<file path="src/rtl/window_serializer.sv">
// window_serializer: captures a full KxK tap window in one load and streams it one tap per cycle
//
// Ports:
//   clk        system clock, rising edge
//   rst_n      asynchronous active-low reset
//   in_valid   window present on in_data
//   in_ready   window is captured this cycle
//   in_data    tap k at bits [k*DATA_W +: DATA_W]
//   in_desc    0 = tap 0 first, 1 = tap N_TAPS-1 first
//   out_valid  out_data/out_idx/out_last are valid
//   out_ready  consumer accepts current tap
//   out_data   current tap value (0 when out_valid=0)
//   out_idx    index of current tap within the window
//   out_last   current tap is the final tap of the window
//   busy       window held (STREAM)
module window_serializer #(
    parameter int DATA_W = 8,
    parameter int N_TAPS = 9,
    parameter int IDX_W  = 4
) (
    input  logic                     clk,
    input  logic                     rst_n,
    input  logic                     in_valid,
    output logic                     in_ready,
    input  logic [N_TAPS*DATA_W-1:0] in_data,
    input  logic                     in_desc,
    output logic                     out_valid,
    input  logic                     out_ready,
    output logic [DATA_W-1:0]        out_data,
    output logic [IDX_W-1:0]         out_idx,
    output logic                     out_last,
    output logic                     busy
);
    typedef enum logic {IDLE, STREAM} state_t;

    localparam logic [IDX_W-1:0] LAST_IDX = IDX_W'(N_TAPS - 1);

    state_t                   r_state;
    logic [N_TAPS*DATA_W-1:0] r_win;
    logic                     r_desc;
    logic [IDX_W-1:0]         r_idx;
    logic [DATA_W-1:0]        w_taps [2**IDX_W];
    logic                     w_load;
    logic                     w_xfer;

    // Unreachable indices map to zero taps so the mux is total.
    for (genvar k = 0; k < 2**IDX_W; k++) begin : g_tap
        if (k < N_TAPS) begin : g_real
            assign w_taps[k] = r_win[k*DATA_W +: DATA_W];
        end else begin : g_pad
            assign w_taps[k] = '0;
        end
    end

    assign busy      = (r_state == STREAM);
    assign out_valid = busy;
    assign out_idx   = r_idx;
    assign out_last  = busy & (r_desc ? (r_idx == '0) : (r_idx == LAST_IDX));
    assign out_data  = busy ? w_taps[r_idx] : '0;
    // Accepting during the final transfer keeps the stream bubble-free.
    assign in_ready  = !busy | (out_valid & out_ready & out_last);
    assign w_load    = in_valid & in_ready;
    assign w_xfer    = out_valid & out_ready;

    always_ff @(posedge clk or negedge rst_n) begin
        if (!rst_n) begin
            r_state <= IDLE;
            r_win   <= '0;
            r_desc  <= 1'b0;
            r_idx   <= '0;
        end else if (w_load) begin
            r_state <= STREAM;
            r_win   <= in_data;
            r_desc  <= in_desc;
            r_idx   <= in_desc ? LAST_IDX : '0;
        end else if (w_xfer) begin
            if (out_last) begin
                r_state <= IDLE;
                r_idx   <= '0;
            end else begin
                r_idx <= r_desc ? r_idx - 1'b1 : r_idx + 1'b1;
            end
        end
    end
endmodule

</file>
<file path="config.mk">
export PLATFORM = sky130hd
export DESIGN_NAME = window_serializer
export DESIGN_NICKNAME = d
export VERILOG_FILES = /design/src/rtl/window_serializer.sv
export SDC_FILE = /design/constraint.sdc
export NUM_CORES = 1
export LEC_CHECK = 0
export ABC_CLOCK_PERIOD_IN_PS = 4200
export BUFFER_PORTS_ARGS = -buffer_cell sky130_fd_sc_hd__buf_2
export CAP_MARGIN = 10
export CORE_ASPECT_RATIO = 1.5
export CORE_MARGIN = 4
export CORE_UTILIZATION = 58
export CTS_CLUSTER_DIAMETER = 50
export DETAILED_ROUTE_END_ITERATION = 7
export PLACE_DENSITY = 0.9
export SLEW_MARGIN = 20
export SYNTH_ARGS = -nofsm -noshare
export SYNTH_HDL_FRONTEND = slang
export SYNTH_SLANG_ARGS = --single-unit
</file>
<file path="constraint.sdc">
create_clock -name clk -period 4.2 [get_ports clk]
set_input_delay 0.21 -clock clk [delete_from_list [all_inputs] [get_ports clk]]
set_output_delay 0.21 -clock clk [all_outputs]
set_load 0.02 [all_outputs]
</file>
==> impl_metrics.env <==
export IMPL_synth_seq_area_share=0.485
export IMPL_r2r_slack_ns=1.71
export IMPL_setup_worst_path_start_class="flop"
export IMPL_synth_edf_count=0
export IMPL_synthesis_area_um2=4020
export IMPL_syn_inst=252
export IMPL_cts_tree="done"
export IMPL_synth_ff_type="dfrtp_1"
export IMPL_reg2regPathDepth=4
export IMPL_hold_slack_ns=0.00425
export IMPL_r2r_start="out_idx[0]"
export IMPL_finalWorstSetupSlack_ns=1.55
export IMPL_layout_nets=418
export IMPL_finalHoldViolations=0
export IMPL_ys_types=33
export IMPL_ys_warn_count=0
export IMPL_drt_pass1_iter_count=4
export IMPL_switchingPower_mw=1.23
export IMPL_gp_congestion=0.804
export IMPL_clk_pin_slew_ns=0.08
export IMPL_placed_area_um2=4370
export IMPL_synth_top_area_frac=0.485
export IMPL_drt_iter0_markers=173
export IMPL_synthTopCellsByArea="dfrtp_1 (49%), mux2_4 (26%), mux2i_1 (4.0%), buf_12 (3.5%), mux4_1 (2.6%)"
export IMPL_grt_overflow_total=0
export IMPL_routed_wl_mm=8.00
export IMPL_clkSinkCount=78
export IMPL_num_rows=36
export IMPL_core_area_um2=6620
export IMPL_period_needed_ns=2.65
export IMPL_ys_seq_elements=78
export IMPL_cts_buffers=9
export IMPL_rr_endpoint="r_win[44]"
export IMPL_p_int_mw=2.43
export IMPL_syn_avg_cell_area_um2=16.0
export IMPL_cp_data_required_time_ns=3.99
export IMPL_tns_ns=0
export IMPL_dp_hpwl_mm=5.57
export IMPL_drv_cap=0
export IMPL_cts_resized_gates=0
export IMPL_fin_skew_ns=0.0134
export IMPL_seqPwrFrac=0.401
export IMPL_worst_pin_slew_ns=0.952
export IMPL_maxSlewHeadroom=0.366
export IMPL_grt_pass1_vias=2605
export IMPL_cp_end_kind="output pin"
export IMPL_grt_use_total=0.202
export IMPL_yosysMostFrequentCell="dfrtp_1"
export IMPL_netlist_top_cell_by_area="dfrtp_1"
export IMPL_post_place_ws_ns=1.75
export IMPL_startpoint="out_idx[0]"
export IMPL_diodes=0
export IMPL_p_comb_frac=0.434
export IMPL_ctsHoldBuffers=0
export IMPL_antenna_found_initial=0
export IMPL_root_buffer="clkbuf_8"
export IMPL_clkPwrFrac=0.165
export IMPL_worstPathMaxFanout=29
export IMPL_arrival_ns=2.44
export IMPL_die_h_um=110
export IMPL_drt_wirelength_per_cell_um=19.1
export IMPL_rsz0062_at_grt="false"
export IMPL_drive_gt1_frac=0.560
export IMPL_final_util=0.694
export IMPL_syn_num_nets=332
export IMPL_worst_skew_pair_late_latency_ns=0.35
export IMPL_cts_buffer_depth=2
export IMPL_die_w_um=76.0
export IMPL_stdcell_area_um2=4590
export IMPL_grt_max_degree=79
export IMPL_powerDensity_nw_per_um2=797
export IMPL_drc=0
export IMPL_start_util=0.608
export IMPL_async_reset_ff_frac=1.00
export IMPL_hold_path_class="in2async"
export IMPL_ir_drop_uv=375
export IMPL_grt_pass1_wl_mm=13.0
export IMPL_htree_levels=3
export IMPL_dieArea_um2=8360
export IMPL_power_leakage_nw=2.41
export IMPL_finalCritPeriodShare=0.632
export IMPL_status="complete, no violations"
export IMPL_slew_violations=0
export IMPL_num_vias=2345
export IMPL_postCtsSetupRepairBufs=0
export IMPL_io_pins=93
export IMPL_port_buffers=92
export IMPL_synthTopCellsByCount="dfrtp_1 (78), mux2_4 (69), mux2i_1 (16), a21oi_1 (11), nand2_1 (10)"
export IMPL_p_sw_frac=0.336
export IMPL_criticalPathCategory="reg2out"
export IMPL_fmax_ghz=0.377
export IMPL_syn2layout_area_growth_pct=14.2
export IMPL_drtAntennaViolNets=0
export IMPL_viasPerCell=5.60
export IMPL_setup_viol=0
export IMPL_nFillCells=450
==> worst max path at each step <==
| stage | to | slack, ns | cells after the start |
|---|---|---|---|
| after floorplan | out_data[5] | 2.19 | 7 |
| after global placement | r_win[44] | 1.80 | 4 |
| after detailed placement | r_win[44] | 1.75 | 4 |
| after CTS | out_data[6] | 1.48 | 5 |
| after global routing | out_data[6] | 1.32 | 5 |
| final | out_data[6] | 1.55 | 5 |
==> per-layer routing <==
layer  part of all wire  GRT usage  wire [um]  vias up
met5                  0          0          0        -
met2               0.50      0.326       4010       78
met1               0.42      0.246       3340     1155
li1                   -          -          -     1097
met3              0.059     0.0561        472       15
met4              0.021      0.109        171        0
==> layout make-up <==
| cell class | count | area (um2) | area share |
|---|---|---|---|
| Inverter | 1 | 3.75 | 0.000817 |
| Multi-Input combinational cell | 156 | 1860 | 0.405 |
| Sequential cell | 78 | 1950 | 0.425 |
| Timing Repair Buffer | 92 | 463 | 0.101 |
| Tap cell | 76 | 95.1 | 0.0207 |
| Clock inverter | 2 | 37.5 | 0.00817 |
| Clock buffer | 14 | 183 | 0.0398 |
==> stage by stage <==
step / cells / power [mW]
after floorplan: 252 / 2.75
after global placement: 403 / 3.00
after detailed placement: 403 / 3.07
after CTS: 419 / 3.70
after global routing: 419 / 3.88
final: 419 / 3.66
==> worst max-delay path, stage by stage, from the launching register on <==
cell      delay [ns]
dfrtp_2         0.93
mux2i_1         0.20
a221oi_1        0.38
o21ai_0         0.15
a21oi_1         0.21
buf_2           0.21
==> state kept, by name, indices dropped and copies added (netlist names) <==
signal and cells:
r_desc 1, busy 1, out_idx 4, r_win 72
==> power groups by stage <==
| stage | clock [mW] | combinational (mW) | sequential [mW] |
|---|---|---|---|
| 3_3_place_gp | 0 | 1.55 | 1.45 |
| 2_1_floorplan | 0 | 1.43 | 1.31 |
| 5_1_grt | 0.647 | 1.72 | 1.52 |
| 4_1_cts | 0.618 | 1.61 | 1.47 |
| 3_5_place_dp | 0 | 1.59 | 1.48 |
| 6_report | 0.605 | 1.59 | 1.47 |
==> placed cells by master (no fill, tap or decap), types with 2 or more instances in the layout <==
cell type	Yosys	final
nand2_1	10	10
a21oi_1	11	11
a22o_1	2	2
ha_1	2	2
mux2_4	69	69
mux2_2	4	4
nand3_1	3	3
dfrtp_1	78	77
o21ai_0	9	9
buf_2	1	91
mux4_2	4	4
mux2i_1	16	16
and2_1	2	2
mux4_1	4	4
a221oi_1	8	8
clkbuf_8	0	13
and3_2	2	2
==> kinds of logic (layout without fill, tap and decap cells) <==
kind of cell / after synthesis / after routing / synth area share
mux: 97 / 97 / 0.357
xor+xnor: 2 / 2 / 0.00622
buf+inv: 18 / 109 / 0.0529
compound gates: 33 / 33 / 0.0553
fa+ha+maj: 3 / 3 / 0.0112
simple gates: 21 / 21 / 0.0323
flops: 78 / 78 / 0.485
Power figures use the tool's default switching activity.
